## config.mk

```make
export PLATFORM = sky130hd
export DESIGN_NAME = fx_chain_scheduler
export DESIGN_NICKNAME = d
export VERILOG_FILES = /design/src/rtl/fx_chain_scheduler.sv
export SDC_FILE = /design/constraint.sdc
export NUM_CORES = 1
export LEC_CHECK = 0
export ABC_AREA = 1
export BUFFER_PORTS_ARGS = -buffer_cell sky130_fd_sc_hd__clkbuf_2
export CORE_MARGIN = 2
export CORE_UTILIZATION = 50
export CTS_BUF_LIST = sky130_fd_sc_hd__clkbuf_8 sky130_fd_sc_hd__clkbuf_16
export DETAILED_ROUTE_END_ITERATION = 6
export HOLD_SLACK_MARGIN = 0.15
export PLACE_DENSITY = 0.95
export RECOVER_POWER = 25
export REMOVE_ABC_BUFFERS = 1
export SLEW_MARGIN = 40
export SYNTH_ARGS = -nofsm -noshare
export SYNTH_HDL_FRONTEND = slang
export SYNTH_SLANG_ARGS = --single-unit
```

## constraint.sdc

```tcl
create_clock -name clk -period 4.58 [get_ports clk]
set_clock_uncertainty 0.05 [all_clocks]
set_input_delay 0.916 -clock clk [delete_from_list [all_inputs] [get_ports clk]]
set_output_delay 0.916 -clock clk [all_outputs]
set_load 0.005 [all_outputs]
```

## src/rtl/fx_chain_scheduler.sv

```systemverilog
// ----------------------------------------------------------------------------
// fx_chain_scheduler
//
// Runs the audio-effect chain once for each incoming sample. Enabled slots are
// visited in index order. Each one gets a single-cycle turn pulse, and the
// scheduler then waits for that slot's done. The running sample lives in one
// register. Each finishing slot overwrites it, and a bypassed slot leaves it
// bit-exact. The single smart_ram read port is granted only to the slot that
// is currently waiting.
//
// Optional feature: define FX_WATCHDOG_EN to add a per-effect watchdog. If a
// slot does not finish within TIMEOUT cycles, it is skipped and its sticky
// fx_timeout flag is set.
//
// Ports
//   clk, rst          clock, asynchronous active-high reset
//   sample_valid/in   new sample strobe and data from the codec side
//   fx_enable         per-slot enable, captured with each sample
//   fx_turn           one-hot my_turn pulse to the slot being started
//   fx_data_in        running sample presented to every slot
//   fx_done/data_out  per-slot completion and result (slot k at k*DATA_WIDTH)
//   fx_rd/offset      per-slot smart_ram read request and offset
//   fx_read_finish    read completion routed to the granted slot
//   sram_rd/offset    smart_ram read port, sram_read_finish its completion
//   sample_out(_valid) processed sample and its one-cycle strobe
//   busy, overrun     processing status, dropped-sample pulse
//   fx_timeout        sticky per-slot watchdog flags (0 without the watchdog)
// ----------------------------------------------------------------------------
module fx_chain_scheduler #(
    parameter int DATA_WIDTH = 16,
    parameter int ADDR_WIDTH = 13,
    parameter int NUM_FX     = 4,
    parameter int TIMEOUT    = 1023
) (
    input  logic                         clk,
    input  logic                         rst,
    input  logic                         sample_valid,
    input  logic signed [DATA_WIDTH-1:0] sample_in,
    input  logic [NUM_FX-1:0]            fx_enable,
    output logic [NUM_FX-1:0]            fx_turn,
    output logic signed [DATA_WIDTH-1:0] fx_data_in,
    input  logic [NUM_FX-1:0]            fx_done,
    input  logic [NUM_FX*DATA_WIDTH-1:0] fx_data_out,
    input  logic [NUM_FX-1:0]            fx_rd,
    input  logic [NUM_FX*ADDR_WIDTH-1:0] fx_offset,
    output logic [NUM_FX-1:0]            fx_read_finish,
    output logic                         sram_rd,
    output logic [ADDR_WIDTH-1:0]        sram_offset,
    input  logic                         sram_read_finish,
    output logic signed [DATA_WIDTH-1:0] sample_out,
    output logic                         sample_out_valid,
    output logic                         busy,
    output logic                         overrun,
    output logic [NUM_FX-1:0]            fx_timeout
);

    typedef enum logic [2:0] {S_IDLE, S_SELECT, S_TURN, S_WAIT, S_OUT} state_t;

    state_t                         state_q, state_d;
    logic [3:0]                     idx_q, idx_d;
    logic [NUM_FX-1:0]              en_q, en_d;
    logic signed [DATA_WIDTH-1:0]   run_q, run_d;
    logic signed [DATA_WIDTH-1:0]   sample_out_q, sample_out_d;
    logic                           sample_out_valid_q, sample_out_valid_d;
    logic                           busy_q, busy_d;
    logic                           overrun_q, overrun_d;
    logic [NUM_FX-1:0]              fx_turn_q, fx_turn_d;
    logic [ADDR_WIDTH-1:0]          off_hold_q, off_hold_d;
`ifdef FX_WATCHDOG_EN
    logic [10:0]                    wd_cnt_q, wd_cnt_d;
    logic [NUM_FX-1:0]              fx_timeout_q, fx_timeout_d;
`endif

    // Slot currently addressed by idx_q: its result, request and done.
    logic signed [DATA_WIDTH-1:0]   slot_data;
    logic [ADDR_WIDTH-1:0]          slot_off;
    logic                           slot_rd;
    logic                           slot_done;
    logic [NUM_FX-1:0]              idx_onehot;

    always_comb begin
        slot_data  = '0;
        slot_off   = '0;
        slot_rd    = 1'b0;
        slot_done  = 1'b0;
        idx_onehot = '0;
        for (int k = 0; k < NUM_FX; k++) begin
            if (idx_q == 4'(k)) begin
                slot_data     = fx_data_out[k*DATA_WIDTH +: DATA_WIDTH];
                slot_off      = fx_offset[k*ADDR_WIDTH +: ADDR_WIDTH];
                slot_rd       = fx_rd[k];
                slot_done     = fx_done[k];
                idx_onehot[k] = 1'b1;
            end
        end
    end

    // Lowest enabled slot at or above idx_q.
    logic              found;
    logic [3:0]        pick;
    logic [NUM_FX-1:0] pick_onehot;

    always_comb begin
        found       = 1'b0;
        pick        = '0;
        pick_onehot = '0;
        for (int k = 0; k < NUM_FX; k++) begin
            if (!found && en_q[k] && (4'(k) >= idx_q)) begin
                found          = 1'b1;
                pick           = 4'(k);
                pick_onehot[k] = 1'b1;
            end
        end
    end

    // Read port grant: only the waiting slot reaches smart_ram, and the
    // offset holds its last granted value otherwise.
    always_comb begin
        sram_rd        = (state_q == S_WAIT) && slot_rd;
        sram_offset    = (state_q == S_WAIT) ? slot_off : off_hold_q;
        fx_read_finish = (state_q == S_WAIT) ? (idx_onehot & {NUM_FX{sram_read_finish}}) : '0;
        off_hold_d     = sram_offset;
    end

    always_comb begin
        state_d            = state_q;
        idx_d              = idx_q;
        en_d               = en_q;
        run_d              = run_q;
        sample_out_d       = sample_out_q;
        sample_out_valid_d = 1'b0;
        fx_turn_d          = '0;
        // Any strobe outside IDLE (OUT included) is dropped and flagged.
        overrun_d          = sample_valid && (state_q != S_IDLE);
`ifdef FX_WATCHDOG_EN
        wd_cnt_d           = wd_cnt_q;
        fx_timeout_d       = fx_timeout_q;
`endif
        unique case (state_q)
            S_IDLE: begin
                if (sample_valid) begin
                    run_d   = sample_in;
                    en_d    = fx_enable;
                    idx_d   = '0;
                    state_d = S_SELECT;
                end
            end
            S_SELECT: begin
                if (found) begin
                    idx_d     = pick;
                    fx_turn_d = pick_onehot;
                    state_d   = S_TURN;
                end else begin
                    state_d = S_OUT;
                end
            end
            S_TURN: begin
`ifdef FX_WATCHDOG_EN
                wd_cnt_d = '0;
`endif
                state_d = S_WAIT;
            end
            S_WAIT: begin
                if (slot_done) begin
                    run_d   = slot_data;
                    idx_d   = idx_q + 4'd1;
                    state_d = S_SELECT;
                end
`ifdef FX_WATCHDOG_EN
                // wd_cnt_q counts completed WAIT cycles, so this is the
                // TIMEOUT-th one: give up and bypass the slot.
                else if (wd_cnt_q == 11'(TIMEOUT - 1)) begin
                    fx_timeout_d = fx_timeout_q | idx_onehot;
                    idx_d        = idx_q + 4'd1;
                    state_d      = S_SELECT;
                end else begin
                    wd_cnt_d = wd_cnt_q + 11'd1;
                end
`endif
            end
            S_OUT: begin
                sample_out_d       = run_q;
                sample_out_valid_d = 1'b1;
                state_d            = S_IDLE;
            end
            default: state_d = S_IDLE;
        endcase
        busy_d = (state_d != S_IDLE);
    end

    always_ff @(posedge clk or posedge rst) begin
        if (rst) begin
            state_q            <= S_IDLE;
            idx_q              <= '0;
            en_q               <= '0;
            run_q              <= '0;
            sample_out_q       <= '0;
            sample_out_valid_q <= 1'b0;
            busy_q             <= 1'b0;
            overrun_q          <= 1'b0;
            fx_turn_q          <= '0;
            off_hold_q         <= '0;
`ifdef FX_WATCHDOG_EN
            wd_cnt_q           <= '0;
            fx_timeout_q       <= '0;
`endif
        end else begin
            state_q            <= state_d;
            idx_q              <= idx_d;
            en_q               <= en_d;
            run_q              <= run_d;
            sample_out_q       <= sample_out_d;
            sample_out_valid_q <= sample_out_valid_d;
            busy_q             <= busy_d;
            overrun_q          <= overrun_d;
            fx_turn_q          <= fx_turn_d;
            off_hold_q         <= off_hold_d;
`ifdef FX_WATCHDOG_EN
            wd_cnt_q           <= wd_cnt_d;
            fx_timeout_q       <= fx_timeout_d;
`endif
        end
    end

    assign fx_turn          = fx_turn_q;
    assign fx_data_in       = run_q;
    assign sample_out       = sample_out_q;
    assign sample_out_valid = sample_out_valid_q;
    assign busy             = busy_q;
    assign overrun          = overrun_q;
`ifdef FX_WATCHDOG_EN
    assign fx_timeout       = fx_timeout_q;
`else
    assign fx_timeout       = '0;
`endif

endmodule
```

==> summary.md <==
| Metric | Value |
|---|---|
| WP data required | `3.61 ns` |
| Fin nets | `934` |
| Vias in the first global route | `4357` |
| Worst hold start | `sample_out[4]` |
| CP Class | `reg2out` |
| Num ports | `209` |
| First-pass GRT wire length | `19900 um` |
| Area of the die | `8820 um2` |
| Mapped Area | `4040 um2` |
| Placer congestion estimate | `0.917` |
| Placed cell count | `874` |
| WP depth | `9` |
| Most frequent cells in the layout | `nand2_1, clkbuf_2, nand3_1` |
| Critical Path Max Stage Delay | `0.41 ns` |
| Core area | `7770 um2` |
| Initial antenna violation count | `0` |
| Yosys Warn Count | `0` |
| Worst skew pair latency | `0.33 ns` |
| Adder-cell area share of the yosys netlist | `0.00929` |
| Final std cells w/o fill | `890` |
| Clock Tree Buf Depth | `2` |
| RSZ-0062 raised after global routing | `no` |
| Antenna viol nets, final | `0` |
| Antenna cells | `0` |
| Setup TNS | `0 ns` |
| Hold slack | `0.425 ns` |
| Drt initial violations | `339` |
| CTS root buffer | `clkbuf_8` |
| Dpl hpwl | `9350 um` |
| RR Endpoint | `sample_out[1]` |
| H-tree levels | `3` |
| Synth cell types | `26` |
| Die H | `93.9 um` |
| Worst Hold Path Cells | `2` |
| Status | `complete, but fails checks` |
| Static Leakage | `3.27 nW` |
| Area Growth Syn to Fin | `30.3%` |
| Largest family of logic cells by synthesized area | `simple AND/OR/NAND/NOR gates` |
| DR vias/cell | `5.27` |
| Endpoint type of the worst setup path | `output pin` |
| Sequential share of the synthesized area | `0.390` |
| Area share of the largest cell type after synthesis | `0.390` |
| Mux contribution to synthesized area | `0.0111` |
| Wirelength per Cell | `14.2 um` |
| Vias | `4692` |
| Complex-gate fraction of the synthesized area | `0.108` |
| Final WL | `12700 um` |
| R2R setup slack | `1.80 ns` |
| Post-route DRC | `0` |
| CTS tree | `done` |
| IO buf count | `204` |
| Worst EP arrival | `2.44 ns` |
| Crit-path cells | `inv_1 > nand2_1 > nor2_4 > buf_4 > inv_1 > buf_4 > nand2_1 > nand2_1 > clkbuf_2` |
| Final period util | `0.744` |
| Grt total ovfl | `0` |
| Startpoint Class | `flop` |
| Simple-Gate Fraction of Synth Area | `0.385` |
| Failing checks | `capacitance limit, slew limit` |
| CTS sink count | `63` |
| Hold buffer count at cts | `0` |
| Critical path's top delay family | `buffers and inverters` |
| Post-Synth XOR/XNOR Area | `0` |
| Max-cap viol count | `2` |
| Tmin final | `3.41 ns` |
| EDFF count, synth | `0` |
| Mapped Cells | `601` |
| FF+latch count, synth | `63` |
| Slew @ Worst Pin | `2.18 ns` |
| Initial Util | `0.520` |
| Max FO, Critical Path | `35` |
| Avg Synthesized Cell Area | `6.73 um2` |
| Fmax | `293 MHz` |
| Slew Limit Fails | `58` |
| Post-CTS Setup Bufs | `0` |
| Top area cells in the synthesized netlist | `dfrtp_1, nand2_1, nand3_1` |
| CTS buffer count | `9` |
| Post_cts resized | `0` |
| Power Density | `619 nW/um2` |
| Worst hold-check path type | `reg2reg` |
| Most common cell after layout, fill and taps aside | `nand2_1` |
| Pin count of the biggest net entering global routing | `63` |
| VDD IR max | `0.000268 V` |
| Setup violators final | `0` |
| Global Route Usage Sum | `0.283` |
| Reg-to-Reg Start | `state_q[2]` |
| Ys flop type | `dfrtp_1` |
| Reg2reg path depth | `5` |
| Total iterations of the first detailed-routing run | `5` |
| Final hold vios | `0` |
| Row Count | `32` |
| Leading area contributor after synthesis | `dfrtp_1` |
| Crit path buf inv count | `5` |
| Die Wd | `93.9 um` |
| Most used cell along the critical path | `nand2_1` |
| Layout cells sized above 1 | `0.302` |
| FFs w/ async S/R, synth | `1.00` |
| Slowest-stage cell, CP | `dfrtp_1` |
| Crit. Startpoint | `state_q[2]` |
| Slew HR | `-0.452` |
| Hold Path Sink | `sample_out[4]` |
| Clock-pin slew on the worst setup and hold paths | `0.08 ns` |
Yosys cell counts (2+ instances only):
cell,count
buf_2,16
nand4_1,3
mux2_2,4
nand2_1,274
o211ai_1,43
nand2_4,3
nor2_1,16
dfrtp_1,63
nor2_2,3
clkbuf_1,17
o21ai_0,18
buf_4,6
nand3_1,71
ha_1,3
a21oi_1,2
buf_1,2
inv_1,48
report_power, final:
group / internal, mW / switching (mW) / leakage (nW)
Clock: 0.324 / 0.239 / 0.109
Sequential: 0.798 / 0.148 / 0.804
Combinational: 0.666 / 1.09 / 2.36
worst register-to-register path: stages, from the launching register on:
cell     delay, ns
dfrtp_1       0.40
inv_1         0.10
nor3_1        1.21
inv_1         0.61
nand2_1       0.21
nand2_1       0.08
flip-flops by register name, indices dropped and copies added (netlist names):
| name | count |
|---|---|
| sample_out_valid | 1 |
| busy | 1 |
| off_hold_q | 13 |
| overrun | 1 |
| fx_data_in | 16 |
| state_q | 3 |
| en_q | 4 |
| idx_q | 4 |
| fx_turn | 4 |
| sample_out | 16 |
cells by family (layout without fill, tap and decap cells):
group / count (synthesis) / in the layout
other: 1 / 4
buffers and inverters: 90 / 274
AOI/OAI and AO/OA: 65 / 65
DFF: 63 / 63
muxes: 4 / 4
and+or+nand+nor: 375 / 375
adders and majority gates: 3 / 3
through the flow:
step            util  setup slack [ns]  instance area (um2)  total power [mW]
6_report       0.678              1.17                 5270              3.26
5_1_grt        0.678             0.727                 5270              3.54
4_1_cts        0.680              1.13                 5280              3.27
3_5_place_dp   0.651              1.52                 5050              2.70
3_3_place_gp   0.649              1.40                 5040              2.61
2_1_floorplan      -             0.617                 3850              2.04
metal layers:
metal	vias up	part of all wire	wire, um	GRT usage
met5	-	0	0	0
met4	0	0.022	279	0.121
met3	35	0.063	794	0.0369
met2	229	0.51	6500	0.500
met1	2142	0.40	5090	0.346
li1	2286	-	-	-
cell type report:
class,instances,area (um2)
fill,660,2500
multi-input combinational,451,2090
sequential,63,1580
timing repair buffer,210,1060
inverter,48,180
clock buffer,10,138
tap,102,128
clock inverter,6,92.6
worst max path at each step:
stage,to
finish,sram_offset[2]
global route,fx_data_in[1]
CTS,sram_offset[10]
detailed placement,sram_offset[10]
global placement,sram_offset[6]
floorplan,sram_offset[0]
Power figures use the tool's default switching activity.
